### src/rtl/pipe_pkg.sv
// Shared constants and packed payload layout for the MEM->WB stage register.
package pipe_pkg;

  localparam int DATA_W_DEF = 32;
  localparam int DEST_W_DEF = 4;

  // Payload layout, MSB first: {wb_en, mem_r_en, alu_result, mem_result, dest}
  localparam int WB_EN_W    = 1;
  localparam int MEM_R_EN_W = 1;
  localparam int FLAGS_W    = WB_EN_W + MEM_R_EN_W;
  localparam int PAY_W_DEF  = FLAGS_W + 2 * DATA_W_DEF + DEST_W_DEF;

  function automatic int pay_w(input int data_w, input int dest_w);
    return FLAGS_W + 2 * data_w + dest_w;
  endfunction

endpackage

### src/rtl/sat_counter.sv
// Saturating up-counter; holds at all-ones, cleared only by reset.
module sat_counter #(
  parameter int CNT_W = 16
) (
  input  logic             clk,
  input  logic             rst,
  input  logic             inc,
  output logic [CNT_W-1:0] cnt
);

  logic [CNT_W-1:0] cnt_q;
  logic [CNT_W-1:0] cnt_d;

  // Advance only while below the saturation value
  always_comb begin
    cnt_d = cnt_q;
    if (inc && (cnt_q != {CNT_W{1'b1}})) begin
      cnt_d = cnt_q + 1'b1;
    end
  end

  // Counter register with synchronous reset
  always_ff @(posedge clk) begin
    if (rst) begin
      cnt_q <= '0;
    end else begin
      cnt_q <= cnt_d;
    end
  end

  assign cnt = cnt_q;

endmodule

### src/rtl/mem_wb_pipe_reg.sv
// MEM->WB pipeline register with valid/ready handshake, optional skid entry,
// SRAM freeze, flush and a saturating stall-cycle counter.
module mem_wb_pipe_reg
  import pipe_pkg::*;
#(
  parameter int DATA_W = DATA_W_DEF,
  parameter int DEST_W = DEST_W_DEF,
  parameter int SKID   = 1,
  parameter int CNT_W  = 16
) (
  input  logic              clk,
  input  logic              rst,
  input  logic              freeze,
  input  logic              flush,
  input  logic              in_valid,
  output logic              in_ready,
  input  logic              in_wb_en,
  input  logic              in_mem_r_en,
  input  logic [DATA_W-1:0] in_alu_result,
  input  logic [DATA_W-1:0] in_mem_result,
  input  logic [DEST_W-1:0] in_dest,
  output logic              out_valid,
  input  logic              out_ready,
  output logic              out_wb_en,
  output logic              out_mem_r_en,
  output logic [DATA_W-1:0] out_alu_result,
  output logic [DATA_W-1:0] out_mem_result,
  output logic [DEST_W-1:0] out_dest,
  output logic [1:0]        occupancy,
  output logic [CNT_W-1:0]  stall_cycles
);

  localparam int PAY_W = pay_w(DATA_W, DEST_W);

  logic [PAY_W-1:0] in_pay;
  logic [PAY_W-1:0] main_q, main_d;
  logic [PAY_W-1:0] skid_q, skid_d;
  logic             main_v_q, main_v_d;
  logic             skid_v_q, skid_v_d;
  logic [1:0]       occ_q;
  logic             acc;
  logic             emit;
  logic             stall_inc;

  assign in_pay = {in_wb_en, in_mem_r_en, in_alu_result, in_mem_result, in_dest};

  // With a skid entry, ready depends only on registered state; without it,
  // ready passes through from WB so a full stage can still stream.
  assign in_ready  = ((SKID != 0) ? ~skid_v_q : (~main_v_q | out_ready)) & ~freeze & ~rst;
  assign out_valid = main_v_q & ~freeze;
  assign acc       = in_valid & in_ready;
  assign emit      = out_valid & out_ready;

  // Next-state selection in priority order; payload regs load only on a transfer
  always_comb begin
    main_d   = main_q;
    skid_d   = skid_q;
    main_v_d = main_v_q;
    skid_v_d = skid_v_q;
    if (flush) begin
      main_v_d = 1'b0;
      skid_v_d = 1'b0;
    end else if (emit && skid_v_q) begin
      main_d   = skid_q;
      skid_v_d = 1'b0;
    end else if (emit && acc) begin
      main_d   = in_pay;
    end else if (emit) begin
      main_v_d = 1'b0;
    end else if (acc && !main_v_q) begin
      main_d   = in_pay;
      main_v_d = 1'b1;
    end else if (acc && (SKID != 0)) begin
      skid_d   = in_pay;
      skid_v_d = 1'b1;
    end
  end

  // State registers, synchronous reset clears flags and payload
  always_ff @(posedge clk) begin
    if (rst) begin
      main_q   <= '0;
      skid_q   <= '0;
      main_v_q <= 1'b0;
      skid_v_q <= 1'b0;
      occ_q    <= 2'd0;
    end else begin
      main_q   <= main_d;
      skid_q   <= skid_d;
      main_v_q <= main_v_d;
      skid_v_q <= skid_v_d;
      occ_q    <= {1'b0, main_v_d} + {1'b0, skid_v_d};
    end
  end

  assign occupancy      = occ_q;
  assign out_wb_en      = main_q[PAY_W-1];
  assign out_mem_r_en   = main_q[PAY_W-2];
  assign out_alu_result = main_q[DEST_W+DATA_W +: DATA_W];
  assign out_mem_result = main_q[DEST_W +: DATA_W];
  assign out_dest       = main_q[DEST_W-1:0];

  // A held entry that cannot leave this cycle counts as a stall
  assign stall_inc = main_v_q & (~out_ready | freeze);

  sat_counter #(.CNT_W(CNT_W)) u_stall_cnt (
    .clk (clk),
    .rst (rst),
    .inc (stall_inc),
    .cnt (stall_cycles)
  );

endmodule

### config.mk
export PLATFORM = sky130hd
export DESIGN_NAME = mem_wb_pipe_reg
export DESIGN_NICKNAME = d
export VERILOG_FILES = /design/src/rtl/pipe_pkg.sv /design/src/rtl/sat_counter.sv /design/src/rtl/mem_wb_pipe_reg.sv
export SDC_FILE = /design/constraint.sdc
export NUM_CORES = 1
export LEC_CHECK = 0
export BUFFER_PORTS_ARGS = -buffer_cell sky130_fd_sc_hd__buf_2
export CAP_MARGIN = 20
export CORE_ASPECT_RATIO = 1.5
export CORE_MARGIN = 1.5
export CORE_UTILIZATION = 40
export CTS_CLUSTER_DIAMETER = 200
export CTS_CLUSTER_SIZE = 20
export DETAILED_ROUTE_END_ITERATION = 10
export HOLD_SLACK_MARGIN = 0.06
export PLACE_DENSITY = 0.64
export SKIP_CTS_REPAIR_TIMING = 1
export SLEW_MARGIN = 25
export SYNTH_ARGS = -nofsm -noshare
export SYNTH_HDL_FRONTEND = slang
export SYNTH_SLANG_ARGS = --single-unit
### constraint.sdc
create_clock -name clk -period 3.35 [get_ports clk]
set_clock_uncertainty 0.1 [all_clocks]
set_input_delay 0.335 -clock clk [delete_from_list [all_inputs] [get_ports clk]]
set_output_delay 0.335 -clock clk [all_outputs]
set_load 0.05 [all_outputs]
==> flow_summary.ini, run 1 <==
[run_status]
outcome = finished, violations left
violations = design-rule violations

[yosys]
synth_cell_type_count = 44
synthArstFlopShare = 0
ys_seq_elements = 160
ys_warn_count = 0
synth_area_leaders = dfxtp_1 (44%), nand2_1 (11%), a21oi_1 (9.2%)
synth_edf_count = 0
yosys.area.top_type_share = 0.445
syn_avg_cell_area_um2 = 8.40
synthFlopType = dfxtp_1
yosysSeqAreaShare = 0.445
synthesis.area_um2 = 7200
yosysMostFrequentCell = nand2_1
synth_common_cells = nand2_1 (202), dfxtp_1 (160), a21oi_1 (133)
netlist_instances = 858
synth_area_leader_cell = dfxtp_1
synth_nets = 936

[worst_setup_path]
slowest_stage = or4_2
crit_chain = or4b_4 > or4_2 > buf_4 > nand2_1 > a21oi_1
r2r-start = skid_v_q
end_kind = flop
critical_path.max_stage_delay_ns = 0.58
start_kind = flop
critPathKind = flop to flop
crit_start = skid_v_q
crit_arrival_ns = 2.37
crit_fanout = 37
required_ns = 3.51

[floorplanning]
dieArea_um2 = 18800
pin_count = 166
fp.dieW_um = 113
die_h_um = 167
floorplan.core_area_um2 = 17500
rows = 59
start_util = 0.412

[grt]
grt_pass1_wl_um = 29900
track_usage = 0.197
grt_pass1_vias = 6025
grt-ovfl-total = 0
antenna_found_initial = 1
grt_start_max_net_pins = 104

[layout]
design_area_um2 = 8710
area_delta_synth_final_pct = 20.9
ff_latch_area_um2 = 3200
multi_input_area_um2 = 3640
final_cells = 1213
fill_cells = 1728
final_util = 0.498
drive_gt1_frac = 0.294
nNetsFinal = 1064

[routing]
drtAntennaViolNets = 0
routedWlPerCell_um = 15.1
vias = 6418
first_pass_iters = 8
drt_iter0_drc = 381
finalWirelength_um = 18400
vias_per_cell = 5.29
drc = 9

[placed_design]
portBuffers = 165
dp_hpwl_um = 11500
place_ws_ns = 0.958
dp.cells = 1176
place_area_um2 = 8080
gp_congestion = 0.766

[sta]
setup_viol = 0
timing.final.ws_setup_ns = 1.14
tns_ns = 0
finalCritPeriodShare = 0.660
rsz0062_at_grt = no
worst_pin_slew_ns = 1.02
max-slew-margin-rel = 0.320
maxSlewViolCount = 0
fmaxAchievable_mhz = 452
whs_ns = 0.0634
hold_violations = 0
min_period_ns = 2.21

[power]
power_density_nw_per_um2 = 475
total_power_mw = 4.14
peakVddDrop_uv = 213
p_leak_nw = 3.75

[clocking]
cts.sinks = 160
cts_root_buffer = clkbuf_16
h-tree-depth = 4
clock_latency_ns = 0.42
numCtsBuffers = 17
cts_tree = done
clock_tree.buffer_depth = 2
clkSlewWorstSetupHoldPaths_ns = 0.06

[min_path]
hp-start = in_alu_result[26]
hp-class = primary input to flop

[run]
maxCapViolCount = 0
per-layer routing:
layer  routed length, um  vias up  part of all wire  GRT usage
li1                    -     3234                 -          -
met1                7930     2996              0.43      0.233
met2                9200      163              0.50      0.338
met3                 819       25             0.045     0.0405
met4                 410        0             0.022     0.0919
met5                   0        -                 0          0
power by group:
| group | internal (mW) | switching, mW |
|---|---|---|
| Sequential | 1.92 | 0.00998 |
| Combinational | 0.101 | 0.198 |
| Clock | 1.15 | 0.755 |
| Total | 3.17 | 0.963 |
area by class of cell:
cell class                 instances  share of cell area
multi-input combinational        618               0.418
sequential                       160               0.368
timing repair buffer             186               0.115
clock buffer                      22              0.0544
tap                              213              0.0306
clock inverter                    10              0.0126
inverter                           3             0.00129
antenna                            1            0.000287
registers in the layout (all words and copies together) (netlist names):
| signal | count |
|---|---|
| main_q | 70 |
| occupancy | 2 |
| skid_v_q | 1 |
| u_stall_cnt.cnt | 16 |
| skid_q | 70 |
| main_v_q | 1 |
path summary, 6_finish.rpt:
check             slack, ns          to  cells past startpoint
hold reg to reg        0.35  skid_q[65]                      2
setup / recovery       1.14   skid_q[0]                      5
setup reg to reg       1.14   skid_q[0]                      5
hold / removal         0.06  skid_q[62]                      3
cell usage in the layout, fill, tap and decap left out, types with 17 or more instances in the layout:
cell type,instances
a2111oi_0,17
a21oi_1,133
a31o_2,17
buf_2,164
buf_4,17
clkbuf_16,17
dfxtp_1,159
mux2_2,55
mux2i_1,17
nand2_1,202
nand3_1,55
nor2b_1,58
worst max-delay path, delay by kind of cell, from the launching register on:
kind            cells  cell delay [ns]
simple gates        3             1.24
buf+inv             1             0.28
compound gates      1             0.07
flops               1             0.35
cell families (layout without fill, tap and decap cells):
group | Yosys count | count (layout) | share of synthesized area
AND/OR/NAND/NOR | 355 | 355 | 0.233
AO/OA/AOI/OAI | 189 | 189 | 0.157
flip-flops | 160 | 160 | 0.445
buffers and inverters | 80 | 221 | 0.0525
multiplexers | 72 | 72 | 0.110
adder cells (fa/ha/maj) | 2 | 2 | 0.00347
other | 0 | 1 | 0
No activity file was read; power rests on OpenSTA's default activity.
==> run 2: changes to the inputs <==
clock period = 2.17 ns   (was 3.35 ns; I/O delays follow)
==> run 2 against run 1 <==
The flow still finishes with violations (design-rule violations). Setup slack got worse by 1.1 ns. Wire length is 6.8% higher. Global-route usage is 0.28 points higher. First-iteration DRC count is 40% higher. Sequential power up 54%. Critical endpoint is now main_q[33]. Largest power group is now the clock network. Highest routed layer unchanged.
==> flow_summary.ini, run 2 (same netlist as run 1, synthesis figures left out) <==
[run_status]
outcome = finished, violations left
violations = design-rule violations

[routing]
met2_length_um = 10000
drtAntennaViolNets = 0
vias_per_cell = 5.25
finalWirelength_um = 19600
vias = 6776
first_pass_iters = 8
route.met3.wl_um = 872
met1_length_um = 8390
drc = 10
dr.max_layer_used = met4
drt_iter0_drc = 533
routedWlPerCell_um = 15.2

[power]
power_density_nw_per_um2 = 681
peakVddDrop_uv = 318
p_leak_nw = 4.15

[layout]
final_cell_mix = nand2_1 (202), buf_2 (164), dfxtp_1 (152), a21oi_1 (133), dlygate4sd3_1 (71)
num_antenna_cells = 0
area_delta_synth_final_pct = 33.6
design_area_um2 = 9620
nNetsFinal = 1142
layout_commonest_cell = nand2_1
drive_gt1_frac = 0.289
fill_cells = 1623

[clocking]
cts_root_buffer = clkbuf_16
numCtsBuffers = 17
cts.sinks = 160
h-tree-depth = 4
clock_tree.buffer_depth = 2
clkSlewWorstSetupHoldPaths_ns = 0.07
cts_tree = done
clock_latency_ns = 0.42

[min_path]
hp-class = primary input to flop
worstHoldPathCells = 3

[worst_setup_path]
crit_chain = buf_4 > nor4b_2 > o21ai_1 > buf_12 > a21o_4 > buf_12 > mux2_2
critPathKind = flop to flop
crit_top_cell = buf_12
rr_worst_depth = 7
required_ns = 2.38
crit_arrival_ns = 2.32
end_kind = flop
cp.depth = 7
path_delay_family = buffers and inverters
start_kind = flop
slowest_stage = dfxtp_2
crit_buf_inv = 3
crit_fanout = 36
critical_path.max_stage_delay_ns = 0.34

[grt]
grt_start_max_net_pins = 151
grt_pass1_vias = 6073
grt_pass1_wl_um = 30500
track_usage = 0.199
grt-ovfl-total = 0
antenna_found_initial = 0

[placed_design]
portBuffers = 165
gp_congestion = 0.765
place_ws_ns = 0.0380
place_area_um2 = 8320
dp_hpwl_um = 11600

[floorplanning]
dieArea_um2 = 18800
rows = 59
fp.dieW_um = 113
start_util = 0.412
die_h_um = 167
floorplan.core_area_um2 = 17500
pin_count = 166

[sta]
maxSlewViolCount = 0
tns_ns = 0
max-slew-margin-rel = 0.573
finalCritPeriodShare = 0.975
setup_viol = 0
worst_pin_slew_ns = 0.640
min_period_ns = 2.12
hold_violations = 0
timing.final.ws_setup_ns = 0.0545
fmaxAchievable_mhz = 473

[run]
maxCapViolCount = 0
[run 2: cell count changes in the layout (fill, tap and decap cells not counted), moves of 2 or more]
cell / previous run / this run
clkinv_4: 0 / 2
dlygate4sd3_1: 4 / 71
clkbuf_1: 2 / 4
buf_12: 0 / 11
dfxtp_2: 1 / 8
clkinvlp_4: 4 / 1
dfxtp_1: 159 / 152
clkinv_2: 4 / 2
[run 2: cell type report]
type	count	area, um^2	share of cell area
Sequential cell	160	3210	0.334
Clock inverter	8	104	0.0108
Clock buffer	24	482	0.0501
Inverter	3	11.3	0.00117
Timing Repair Buffer	264	1890	0.196
Multi-Input combinational cell	618	3650	0.380
Tap cell	213	267	0.0277
[run 2: tightest hold or removal path, delay by kind of cell]
kind / cells / cell delay, ns
buf+inv: 2 / 0.29
compound gates: 1 / 0.05
[run 2: worst paths after layout]
check / startpoint / endpoint / slack, ns
worst min-delay path: rst / u_stall_cnt.cnt[8] / 0.07
worst min register to register: skid_q[7] / skid_q[7] / 0.35
worst max-delay path: skid_v_q / main_q[33] / 0.05
worst max register to register: skid_v_q / main_q[33] / 0.05
[run 2: metrics by stage]
stage	hold slack (ns)	utilization	total power, mW	cells
after floorplan	0.253	-	3.34	858
after global placement	0.341	0.476	3.52	1187
after detailed placement	0.347	0.476	3.52	1187
after CTS	-0.0785	0.509	6.52	1219
after global routing	0.0658	0.550	6.79	1290
final	0.0707	0.550	6.55	1290
[run 2: where the power goes]
group / total [mW] / internal [mW] / leakage (nW) / switching (mW)
Sequential: 2.98 / 2.97 / 1.30 / 0.0155
Clock: 2.99 / 1.79 / 0.285 / 1.20
Combinational: 0.577 / 0.249 / 2.57 / 0.328
[run 2: per-layer routing]
metal,GRT usage,vias to the layer above
met1,0.241,3214
met3,0.0489,25
met5,0,-
met2,0.344,148
li1,-,3389
met4,0.0682,0
==> run 3: changes to the inputs <==
CORE_MARGIN = 2   (was 1.5)
==> run 3 against run 2 <==
Largest cell class unchanged. Via count is 0.37% higher. The flow now finishes without violations. Cell area hardly changed. Final cell count is 0.70% higher.
==> flow_summary.ini, run 3 (same netlist as run 1, synthesis figures left out) <==
[worst_setup_path]
crit_chain = ha_1 > and4_1 > nor4bb_2 > buf_4 > buf_12 > or4_1 > a21oi_1
crit_end = u_stall_cnt.cnt[3]
start_kind = flop
crit_fanout = 16
crit_arrival_ns = 2.28
critPathKind = flop to flop
end_kind = flop
critical_path.max_stage_delay_ns = 0.47
slowest_stage = or4_1
reg2reg_to = u_stall_cnt.cnt[3]
crit_start = u_stall_cnt.cnt[1]
r2r-start = u_stall_cnt.cnt[1]
rrSetupSlack_ns = 0.14
required_ns = 2.42
rr_worst_depth = 7

[sta]
maxSlewViolCount = 0
tns_ns = 0
whs_ns = 0.139
hold_violations = 0
fmaxAchievable_mhz = 493
setup_viol = 0
worst_pin_slew_ns = 0.823
max-slew-margin-rel = 0.451
finalCritPeriodShare = 0.936
rsz0062_at_grt = no
min_period_ns = 2.03

[floorplanning]
fp.dieW_um = 114
pin_count = 166
rows = 60
dieArea_um2 = 19100
die_h_um = 168
start_util = 0.405
floorplan.core_area_um2 = 17800

[layout]
final_cell_mix = nand2_1 (202), buf_2 (164), dfxtp_1 (152), a21oi_1 (133), dlygate4sd3_1 (70)
area_delta_synth_final_pct = 33.7
multi_input_area_um2 = 3650
num_antenna_cells = 0
fill_cells = 1667
ff_latch_area_um2 = 3210
drive_gt1_frac = 0.295
design_area_um2 = 9630
nNetsFinal = 1147
final_util = 0.541
layout_commonest_cell = nand2_1

[power]
intPower_mw = 4.94
peakVddDrop_uv = 396
power_frac_comb = 0.087
switchingPower_mw = 1.57
pwr-share-seq = 0.458
swShare = 0.242
power_density_nw_per_um2 = 677
p_leak_nw = 4.15
pwr-share-clk = 0.455
total_power_mw = 6.51

[grt]
grt-ovfl-total = 0
grt_start_max_net_pins = 80
antenna_found_initial = 0
grt_pass1_wl_um = 29800
grt_pass1_vias = 6012
track_usage = 0.193

[routing]
vias_per_cell = 5.24
drtAntennaViolNets = 0
vias = 6801
first_pass_iters = 4
finalWirelength_um = 19500
drt_iter0_drc = 344
routedWlPerCell_um = 15.0
drc = 0

[clocking]
cts.sinks = 160
numCtsBuffers = 17
clock_latency_ns = 0.42
h-tree-depth = 4
clock_tree.buffer_depth = 2
clkSlewWorstSetupHoldPaths_ns = 0.06
cts_tree = done
cts_root_buffer = clkbuf_16

[run_status]
outcome = finished, final reports clean

[placed_design]
place_area_um2 = 8340
gp_congestion = 0.759
dp_hpwl_um = 12300
portBuffers = 165

[run]
maxCapViolCount = 0

[min_path]
hp-class = primary input to flop
## run 3: area by class of cell
cell class	count	share of cell area
timing repair buffer	269	0.197
clock buffer	20	0.0464
multi-input combinational	618	0.379
sequential	160	0.334
inverter	3	0.00117
tap	217	0.0282
clock inverter	12	0.0140
## run 3: worst min path at each step
stage,startpoint,to,slack (ns),depth (start not counted)
final,rst,skid_v_q,0.14,4
after global routing,rst,skid_v_q,0.16,4
after CTS,in_alu_result[22],skid_q[58],-0.08,3
after detailed placement,skid_q[67],skid_q[67],0.35,2
after global placement,skid_q[59],skid_q[59],0.34,2
after floorplan,in_dest[0],skid_q[0],0.25,2
## run 3: critical path, delay by kind of cell, from the launching register on
kind	cells	cell delay (ns)
compound gates	1	0.15
buf+inv	2	0.30
flops	1	0.33
simple gates	3	0.87
fa+ha+maj	1	0.21
## run 3: power groups by stage
stage | registers [mW] | logic, mW | clock network (mW)
finish | 2.98 | 0.568 | 2.96
global route | 2.98 | 0.612 | 3.15
CTS | 2.98 | 0.470 | 3.03
global placement | 3.05 | 0.467 | 0
detailed placement | 3.05 | 0.468 | 0
floorplan | 3.15 | 0.191 | 0
## run 3: metal layers
metal  wire length [um]  GRT usage  share of wire  up-vias
met5                  0          0              0        -
met4                527     0.0864          0.027        0
met3                972     0.0547          0.050       33
met2               9850      0.328           0.51      152
met1               8120      0.225           0.42     3217
li1                   -          -              -     3399
## run 3: metrics by stage
stage	std cells	setup slack, ns
6_report	1299	0.140
5_1_grt	1299	0.0125
4_1_cts	1229	0.0615
3_5_place_dp	1197	-0.00834
3_3_place_gp	1197	-0.00372
2_1_floorplan	858	0.00794
